### src/rtl/reg_scoreboard_pkg.sv
// Shared definitions for the register scoreboard: micro-op kind encodings and
// default latency parameters.
`timescale 1ns/1ps
package reg_scoreboard_pkg;

  typedef enum logic [1:0] {
    UOP_ALU = 2'b00,
    UOP_MUL = 2'b01,
    UOP_MEM = 2'b10,
    UOP_DIV = 2'b11
  } uop_kind_e;

  localparam int MUL_LAT_DEF = 2;
  localparam int CNT_W_DEF   = 2;

  // ALU results are always forwardable in time, so only the other kinds are tracked.
  function automatic logic is_tracked(input logic [1:0] kind);
    return kind != UOP_ALU;
  endfunction

endpackage

### src/rtl/reg_scoreboard_entry.sv
// One register's scoreboard entry: idle, fixed-latency countdown (mul) or
// waiting for a writeback (mem/div).
`timescale 1ns/1ps
module reg_scoreboard_entry #(
  parameter int MUL_LAT = 2,
  parameter int CNT_W   = 2
) (
  input  logic clk,
  input  logic rstn,
  input  logic flush,
  input  logic pipe_stall,
  input  logic issue_hit,
  input  logic issue_var,
  input  logic wb_hit,
  output logic pending
);

  typedef enum logic [1:0] {
    ST_IDLE,
    ST_FIXED,
    ST_VAR
  } entry_state_e;

  entry_state_e     state_reg, state_next;
  logic [CNT_W-1:0] cnt_reg, cnt_next;

  always_ff @(posedge clk or negedge rstn) begin
    if (!rstn) begin
      state_reg <= ST_IDLE;
      cnt_reg   <= '0;
    end else begin
      state_reg <= state_next;
      cnt_reg   <= cnt_next;
    end
  end

  always_comb begin
    state_next = state_reg;
    cnt_next   = cnt_reg;
    if (flush) begin
      state_next = ST_IDLE;
      cnt_next   = '0;
    end else if (issue_hit) begin
      // A new producer overrides whatever the old one was doing.
      if (issue_var) begin
        state_next = ST_VAR;
        cnt_next   = '0;
      end else begin
        state_next = ST_FIXED;
        cnt_next   = CNT_W'(MUL_LAT);
      end
    end else begin
      case (state_reg)
        ST_FIXED: begin
          if (!pipe_stall) begin
            if (cnt_reg <= CNT_W'(1)) begin
              state_next = ST_IDLE;
              cnt_next   = '0;
            end else begin
              cnt_next = cnt_reg - CNT_W'(1);
            end
          end
        end
        ST_VAR: begin
          if (wb_hit) state_next = ST_IDLE;
        end
        default: ;
      endcase
    end
  end

  assign pending = (state_reg != ST_IDLE);

endmodule

### src/rtl/reg_scoreboard.sv
// Tracks destination registers of in-flight mul/mem/div producers and raises
// a combinational stall for rf-stage operands that are not yet forwardable.
`timescale 1ns/1ps
module reg_scoreboard
  import reg_scoreboard_pkg::*;
#(
  parameter int MUL_LAT = MUL_LAT_DEF,
  parameter int CNT_W   = CNT_W_DEF
) (
  input  logic        clk,
  input  logic        rstn,
  input  logic        flush,
  input  logic        pipe_stall,
  input  logic        eu0_issue_en,
  input  logic [4:0]  eu0_issue_rd,
  input  logic [1:0]  eu0_issue_kind,
  input  logic        eu1_issue_en,
  input  logic        eu0_en_in,
  input  logic [4:0]  eu0_rj,
  input  logic [4:0]  eu0_rk,
  input  logic [4:0]  eu0_rd,
  input  logic        eu1_en_in,
  input  logic [4:0]  eu1_rj,
  input  logic [4:0]  eu1_rk,
  input  logic [4:0]  eu1_rd,
  input  logic        wb0_en,
  input  logic [4:0]  wb0_rd,
  input  logic        wb1_en,
  input  logic [4:0]  wb1_rd,
  output logic        stall_req,
  output logic [31:0] busy_mask
);

  logic [31:0] pending_vec;
  logic        issue_ok;
  logic        issue_var;
  logic        intra_raw;

  // eu1 only issues ALU ops, which never need tracking.
  logic unused_eu1_issue;
  assign unused_eu1_issue = eu1_issue_en;

  assign issue_ok  = eu0_issue_en && !pipe_stall && !flush && is_tracked(eu0_issue_kind);
  assign issue_var = (eu0_issue_kind != UOP_MUL);

  assign pending_vec[0] = 1'b0;

  generate
    for (genvar gi = 1; gi < 32; gi++) begin : g_entry
      logic issue_hit;
      logic wb_hit;

      assign issue_hit = issue_ok && (eu0_issue_rd == 5'(gi));
      assign wb_hit    = (wb0_en && (wb0_rd == 5'(gi))) || (wb1_en && (wb1_rd == 5'(gi)));

      reg_scoreboard_entry #(
        .MUL_LAT (MUL_LAT),
        .CNT_W   (CNT_W)
      ) u_entry (
        .clk        (clk),
        .rstn       (rstn),
        .flush      (flush),
        .pipe_stall (pipe_stall),
        .issue_hit  (issue_hit),
        .issue_var  (issue_var),
        .wb_hit     (wb_hit),
        .pending    (pending_vec[gi])
      );
    end
  endgenerate

  // eu1 reading the destination of a tracked eu0 op in the same pair must wait too.
  assign intra_raw = eu0_en_in && eu1_en_in && is_tracked(eu0_issue_kind) &&
                     (eu0_rd != 5'd0) && ((eu1_rj == eu0_rd) || (eu1_rk == eu0_rd));

  always_comb begin
    stall_req = intra_raw;
    if (eu0_en_in && (pending_vec[eu0_rj] || pending_vec[eu0_rk] || pending_vec[eu0_rd]))
      stall_req = 1'b1;
    if (eu1_en_in && (pending_vec[eu1_rj] || pending_vec[eu1_rk] || pending_vec[eu1_rd]))
      stall_req = 1'b1;
  end

  assign busy_mask = pending_vec;

endmodule

### config.mk
export PLATFORM = sky130hd
export DESIGN_NAME = reg_scoreboard
export DESIGN_NICKNAME = d
export VERILOG_FILES = /design/src/rtl/reg_scoreboard_pkg.sv /design/src/rtl/reg_scoreboard_entry.sv /design/src/rtl/reg_scoreboard.sv
export SDC_FILE = /design/constraint.sdc
export NUM_CORES = 1
export LEC_CHECK = 0
export BUFFER_PORTS_ARGS = -buffer_cell sky130_fd_sc_hd__buf_2
export CAP_MARGIN = 20
export CORE_ASPECT_RATIO = 1.2
export CORE_MARGIN = 3
export CORE_UTILIZATION = 45
export DETAILED_ROUTE_END_ITERATION = 8
export GPL_TIMING_DRIVEN = 0
export PLACE_DENSITY_LB_ADDON = 0.05
export SYNTH_ARGS = -nofsm -noshare
export SYNTH_HDL_FRONTEND = slang
export SYNTH_HIERARCHICAL = 1
export SYNTH_SLANG_ARGS = --single-unit
### constraint.sdc
create_clock -name clk -period 4 [get_ports clk]
set_clock_uncertainty 0.15 [all_clocks]
set_input_delay 0.2 -clock clk [delete_from_list [all_inputs] [get_ports clk]]
set_output_delay 0.2 -clock clk [all_outputs]
set_load 0.05 [all_outputs]
==> results by group, run 1 <==
Final layout
  – Final nets: 1308
  – Multi-input logic area: 7087 µm²
  – Layout Cells excl Fill: 1488
  – Ratio of cells with drive above 1 in the final layout: 22.29%
  – Reg area: 3103 µm²
  – # fillers: 2188
  – Synthesis-to-layout area growth: 14.35%

Synth
  – Seq cells post-synth: 124
  – Syn avg cell area: 10.04 µm²
  – Cell Area, Synth: 10660 µm²
  – Syn_nets: 1211
  – EDFF count, synth: 0
  – Synth Instances: 1061
  – Sequential share of the synthesized area: 29.11%
  – Syn. warnings: 6
  – Async SR Flop Fraction: 100.0%
  – Distinct cells, synth: 48
  – Most used DFF post-synth: dfrtp_1

Critical path
  – R2r setup slk: 2.54 ns
  – Termination of the worst setup path: stall_req
  – Worst Path Class, Setup: flop to output pin
  – R2R Path End: g_entry[19].u_entry/state_reg[1]
  – R2r startpoint: g_entry[19].u_entry/state_reg[1]
  – Crit path DAT: 3.14 ns
  – Crit start category: flop
  – CP required: 3.65 ns
  – Worst r2r path cells: 5
  – Worst Setup End Kind: output pin
  – Origin of the worst setup path: g_entry[21].u_entry/state_reg[1]
  – Worst-path fanout max: 7

Global route
  – Total GRT Usage: 24.15%
  – Vias in the first global route: 8740
  – First-pass GRT wire length: 48920 µm
  – Largest net degree at the start of global routing: 138
  – Initial antenna violation count: 1
  – Total grt overflow: 0

Place
  – PortBufs: 74
  – Dpl cells: 1453
  – Setup WS pre-CTS: 0.9719 ns
  – Final HPWL DP: 21540 µm
  – Gp weighted congestion: 0.8706

Pwr
  – Leak: 0.005314 µW
  – Max IR drop VDD: 0.2838 mV
  – Cell Pwr Density: 270.6 nW/µm²

Routing
  – DR vias: 8718
  – Starting DRC count in detailed routing: 429
  – Via density: 5.859
  – WL per Instance: 20.49 µm
  – Residual DRC count: 0
  – DRT Wirelength: 30490 µm
  – Post-route ant nets: 0
  – Drt pass-1 iters: 5

Flow run
  – Max cap viols: 0

STA
  – Fmax: 286.9 MHz
  – Hold_ws: 0.01610 ns
  – Final setup fails: 0
  – Final worst setup slack: 0.5142 ns
  – Minimum clock period: 3.486 ns
  – Pin slew with the least headroom to its limit: 0.9803 ns
  – RSZ-0062 raised after global routing: false
  – Final period utilization: 87.15%
  – Slew Limit Fails: 0
  – Hold Violations, Final: 0
  – Relative slew slack: 34.64%

Clock network
  – Post-CTS sizing: 0
  – Worst-path clk slew: 0.06 ns
  – Root Driver: clkbuf_16
  – TritonCTS buffer count: 17
  – CTS tree: built
  – CTS Sinks: 124
  – Htree depth: 4
  – Post-CTS setup buffers: 0
  – Clk_lat worst skew: 0.42 ns
  – Clock buffer depth: 2

Floorplanning
  – Die area: 25570 µm²
  – Core Area: 23200 µm²
  – Die height: 174.6 µm
  – Ports: 90
  – Initial Utilization: 45.93%
  – Std cell rows: 61
  – DIE WIDTH: 146.5 µm

Outcome
  – Status: finished clean

Worst hold path
  – Worst min path class: input port to asynchronous set/reset pin
[report_power, final]
group | internal, µW | switching (µW) | total, µW
clock | 1080 | 632 | 1710
sequential | 1260 | 0.793 | 1260
combinational | 113 | 214 | 327
[area by class of cell]
cell class	count	area share [%]
Antenna cell	2	0.04107
Buffer	22	0.9138
Clock buffer	19	3.717
Clock inverter	13	1.540
Inverter	97	2.988
Multi-Input combinational cell	818	58.15
Sequential cell	124	25.46
Tap cell	315	3.234
Timing Repair Buffer	78	3.953
[cells by family (layout without fill, tap and decap cells)]
family                     count (synthesis)  in the layout  share of synthesized area, %
and+or+nand+nor                          409            409                         25.89
AOI/OAI and AO/OA                        240            240                         17.72
DFF                                      124            124                         29.11
buffers and inverters                    119            229                         4.461
adders and majority gates                 93             93                         10.92
muxes                                     65             65                         11.05
xor gates and xnor gates                  10             10                        0.8218
other                                      1              3                       0.03519
[stage by stage]
stage / power, µW / setup TNS [ns] / util (%) / area, µm²
4_1_cts: 3326 / 0 / 52.50 / 12180
5_1_grt: 3403 / 0 / 52.50 / 12180
6_report: 3297 / 0 / 52.52 / 12190
3_5_place_dp: 1606 / 0 / 49.70 / 11530
3_3_place_gp: 1595 / -61.03 / 49.23 / 11420
2_1_floorplan: 1433 / 0 / - / 10660
[worst min path at each step]
stage / startpoint / endpoint / slack [ns] / cells after the start
after floorplan: rstn / g_entry[10].u_entry/cnt_reg[0] / -0.25 / 0
after global placement: g_entry[6].u_entry/cnt_reg[0] / g_entry[6].u_entry/cnt_reg[0] / 0.41 / 2
after detailed placement: rstn / g_entry[24].u_entry/cnt_reg[1] / -0.12 / 1
after CTS: rstn / g_entry[24].u_entry/cnt_reg[1] / 0.006 / 2
after global routing: rstn / g_entry[24].u_entry/cnt_reg[1] / 0.02 / 2
final: rstn / g_entry[24].u_entry/cnt_reg[1] / 0.02 / 2
[critical path, stage by stage, from the launching register on]
cell and delay [ns]:
dfrtp_1 0.37, inv_1 0.11, ha_1 0.25, inv_1 0.22, mux4_1 0.55, mux2_2 0.28
a32oi_1 0.18, and4_1 0.25, nand3_1 0.11, a22o_1 0.19, buf_2 0.20
[metal layers]
metal	global-route usage, %	share of wire (%)	vias to the layer above
met4	5.412	1.2	0
met5	0	0	-
met2	40.51	48	245
met3	4.125	5.3	24
li1	-	-	4140
met1	32.95	45	4309
[cells in the final DEF (no fill, tap or decap), types with 3 or more instances in the layout]
cell / instances
nand2_1: 21
o22ai_2: 31
nand2b_1: 108
a221oi_1: 4
a21oi_1: 63
nand3b_1: 32
xnor2_1: 10
o22ai_1: 37
dfrtp_1: 124
o21ai_0: 31
buf_2: 79
inv_6: 3
mux4_1: 5
and4bb_1: 31
or3_1: 32
clkinvlp_4: 3
clkinv_1: 31
clkbuf_16: 17
nor2_1: 41
nand4_1: 3
bufinv_16: 4
nor3b_1: 4
mux2i_1: 19
o21ai_1: 31
mux4_2: 35
and3_4: 31
nand3_1: 12
nor3_1: 33
buf_16: 3
nor2b_1: 44
o41ai_2: 31
inv_1: 66
nor4_1: 5
ha_1: 93
or2_2: 5
clkbuf_1: 11
buf_6: 3
mux2_2: 6
[what timing repair did]
| item | in CTS | in global routing |
|---|---|---|
| endpoints found under the setup margin | 0 | 0 |
| hold endpoints to repair | 124 | 0 |
| hold buffers | 1 | 0 |
[cells in the mapped netlist (all sizes together) (19+ instances only)]
cell	number	area share (%)
nor2b	44	2.6
nand3b	32	2.3
mux2i	19	1.8
and3	31	3.3
and4bb	31	3.6
or3	32	1.9
clkinv	31	1.1
o41ai	31	4.7
nand2b	109	6.4
o21ai	62	2.9
o22ai	68	5.8
ha	93	11
a21oi	63	3.0
mux4	40	8.6
nor2	41	1.4
dfrtp	124	29
nor3	33	1.5
nand2	21	0.74
inv	66	2.3
(Power assumes the default switching activity.)
==> run 2: changes to the inputs <==
--- a/config.mk
+++ b/config.mk
@@ -5,6 +5,7 @@
 export SDC_FILE = /design/constraint.sdc
 export NUM_CORES = 1
 export LEC_CHECK = 0
+export ABC_AREA = 1
 export BUFFER_PORTS_ARGS = -buffer_cell sky130_fd_sc_hd__buf_2
 export CAP_MARGIN = 20
 export CORE_ASPECT_RATIO = 1.2
@@ -13,6 +14,7 @@
 export DETAILED_ROUTE_END_ITERATION = 8
 export GPL_TIMING_DRIVEN = 0
 export PLACE_DENSITY_LB_ADDON = 0.05
+export REMOVE_ABC_BUFFERS = 1
 export SYNTH_ARGS = -nofsm -noshare
 export SYNTH_HDL_FRONTEND = slang
 export SYNTH_HIERARCHICAL = 1
==> run 2 against run 1 <==
Compared with the run above: die area is 6.7% higher; final cell count is 44% higher; utilization is 1.4 points lower; worst setup slack better by 0.55 ns; routed wire length is 13% higher; clock power is 4% lower; flip-flop and latch count stayed put; sequential share of layout area is 1.0 points lower; combinational power is 38% higher; sequential power hardly changed; largest power group unchanged; highest routed layer unchanged.
==> results by group, run 2 <==
Outcome
  – Status: finished clean

Critical path
  – Worst path cell trace: inv_1, ha_1, inv_1, inv_1, nand2_1, nand3_1, nand3_1, nand3_1, nand2_1, nand2_1, nand3_1, o21ai_1, nand2_1, buf_2
  – Max stage delay on crit path: 0.37 ns
  – CP required: 3.65 ns
  – CP delay by family, top: buffers and inverters
  – Worst Setup End Kind: output pin
  – CP max stage cell: dfrtp_1
  – Worst r2r path cells: 7
  – R2r setup slk: 2.62 ns
  – CP bufs+invs: 4
  – Worst-path fanout max: 5
  – Crit start category: flop
  – Crit path DAT: 2.59 ns
  – R2R Path End: g_entry[31].u_entry/state_reg[0]
  – Worst Path Class, Setup: flop to output pin
  – R2r startpoint: g_entry[31].u_entry/state_reg[0]

Worst hold path
  – Worst min path class: input port to flop
  – Hold depth: 4
  – Hold EP: g_entry[16].u_entry/state_reg[1]
  – Hold path startpoint: eu0_issue_rd[2]

Synth
  – Main combinational cell family by area after synthesis: simple AND/OR/NAND/NOR gates
  – Most used DFF post-synth: dfrtp_1
  – Synth Instances: 1719
  – Adder-cell share of the synthesized area: 10.21%
  – Syn avg cell area: 6.632 µm²
  – Synth top cells by count: nand2_1 (481), nand3_1 (339), inv_1 (296)
  – Top-count cell post-synth: nand2_1
  – XOR/XNOR Fraction of Synth Area: 0.6146%
  – Sequential share of the synthesized area: 27.22%
  – Post-synthesis compound-gate area fraction: 9.065%
  – Share of the synthesized area in the top cell type: 27.22%
  – Area leader, netlist: dfrtp_1
  – EDFF count, synth: 0
  – Simple-gate share of the synthesized area: 40.21%
  – Synth top area cells: dfrtp_1 (27%), nand2_1 (16%), nand3_1 (15%)
  – Async SR Flop Fraction: 100.0%
  – Syn. warnings: 6
  – Mux contribution to synthesized area: 0%
  – Seq cells post-synth: 124
  – Distinct cells, synth: 34
  – Cell Area, Synth: 11400 µm²

Floorplanning
  – Die area: 27290 µm²
  – Initial Utilization: 45.92%
  – Die height: 180.4 µm
  – DIE WIDTH: 151.3 µm
  – Ports: 90
  – Core Area: 24830 µm²
  – Std cell rows: 63

Global route
  – Initial antenna violation count: 0
  – Largest net degree at the start of global routing: 85
  – First-pass GRT wire length: 54920 µm
  – Total grt overflow: 0
  – Vias in the first global route: 10610
  – Total GRT Usage: 25.46%

Clock network
  – Post-CTS sizing: 0
  – Htree depth: 4
  – Clk_lat worst skew: 0.43 ns
  – Post-CTS setup buffers: 0
  – Root Driver: clkbuf_16
  – CTS tree: built
  – Worst-path clk slew: 0.06 ns
  – TritonCTS buffer count: 17
  – Hold Buf Count CTS: 1
  – Clock buffer depth: 2
  – CTS Sinks: 124

Pwr
  – Max IR drop VDD: 0.2819 mV
  – Cell Pwr Density: 263.1 nW/µm²
  – Leak: 0.006740 µW

Place
  – Final HPWL DP: 25760 µm
  – PortBufs: 87
  – Dpl cells: 2103
  – Gp weighted congestion: 0.9483
  – Placed cell areas: 12070 µm²

STA
  – Final period utilization: 73.48%
  – Setup TNS: 0 ns
  – Slew Limit Fails: 0
  – Pin slew with the least headroom to its limit: 0.6659 ns
  – Final setup fails: 0
  – Relative slew slack: 55.56%
  – Hold Violations, Final: 0
  – RSZ-0062 raised after global routing: false
  – Fmax: 340.2 MHz
  – Minimum clock period: 2.939 ns

Routing
  – Drt pass-1 iters: 5
  – WL per Instance: 16.06 µm
  – Post-route ant nets: 0
  – Metal2 WL: 15730 µm
  – Met3 wire len: 2297 µm
  – Starting DRC count in detailed routing: 698
  – Residual DRC count: 0
  – DR vias: 11300
  – Via density: 5.285
  – DRT Wirelength: 34360 µm
  – WL met1: 15110 µm
  – Top sig layer: met4

Final layout
  – Synthesis-to-layout area growth: 11.42%
  – Commonest non-fill, non-tap cells in the layout: nand2_1 (480), nand3_1 (339), inv_1 (296)
  – Ratio of cells with drive above 1 in the final layout: 11.37%
  – Commonest non-fill, non-tap cell in the layout: nand2_1
  – Layout Cells excl Fill: 2139
  – Final nets: 1948
  – # fillers: 2581
  – Post-route design area: 12700 µm²
  – Final core utilization: 51.16%

Flow run
  – Max cap viols: 0
## run 2: worst min-delay path: stages
cell     delay, ns
buf_2         0.12
nor3_1        0.11
nand3_1       0.10
nand2_1       0.05
## run 2: cell type report
type / instances / area [µm²] / area share, %
inverters: 303 / 1160 / 9.130
well taps: 325 / 406.6 / 3.201
clock inverters: 13 / 166.4 / 1.310
multi-input cells: 1260 / 6858 / 53.98
clock buffers: 19 / 452.9 / 3.565
repair buffers: 92 / 549.3 / 4.324
flip-flops and latches: 124 / 3103 / 24.43
diodes: 3 / 7.507 / 0.05910
## run 2: power breakdown
| part | switching, µW | total [µW] | internal (µW) |
|---|---|---|---|
| sequential | 0.871 | 1260 | 1260 |
| combinational | 323 | 450 | 128 |
| clock | 620 | 1640 | 1010 |
| total | 944 | 3340 | 2400 |
## run 2: layer usage
layer,GRT usage (%),vias up
met5,0,-
met4,9.906,0
met3,4.302,59
met2,41.07,314
met1,33.85,5195
li1,-,5736
## run 2: cell families after synthesis
logic type	after synthesis
other	1
xor gates and xnor gates	8
AOI/OAI and AO/OA	174
DFF	124
buffers and inverters	335
adders and majority gates	93
and+or+nand+nor	984
## run 2: worst max path at each step
stage,startpoint,to,slack [ns],cells past startpoint
after detailed placement,pipe_stall,g_entry[22].u_entry/cnt_reg[1],1.14,12
after global placement,flush,g_entry[22].u_entry/cnt_reg[1],0.18,11
after global routing,g_entry[13].u_entry/state_reg[0],stall_req,0.87,16
after floorplan,g_entry[28].u_entry/state_reg[0],stall_req,1.67,15
final,g_entry[13].u_entry/state_reg[0],stall_req,1.06,14
after CTS,g_entry[13].u_entry/state_reg[0],stall_req,1.05,16
## run 2: per-stage QoR
stage | total power, µW | hold slack (ns) | setup WS, ns
global route | 3483 | 0.06171 | 0.8668
detailed placement | 1726 | -0.005191 | 1.144
finish | 3342 | 0.05263 | 1.061
CTS | 3383 | 0.03522 | 1.053
global placement | 1720 | 0.3137 | 0.1762
floorplan | 1517 | -0.2456 | 1.666
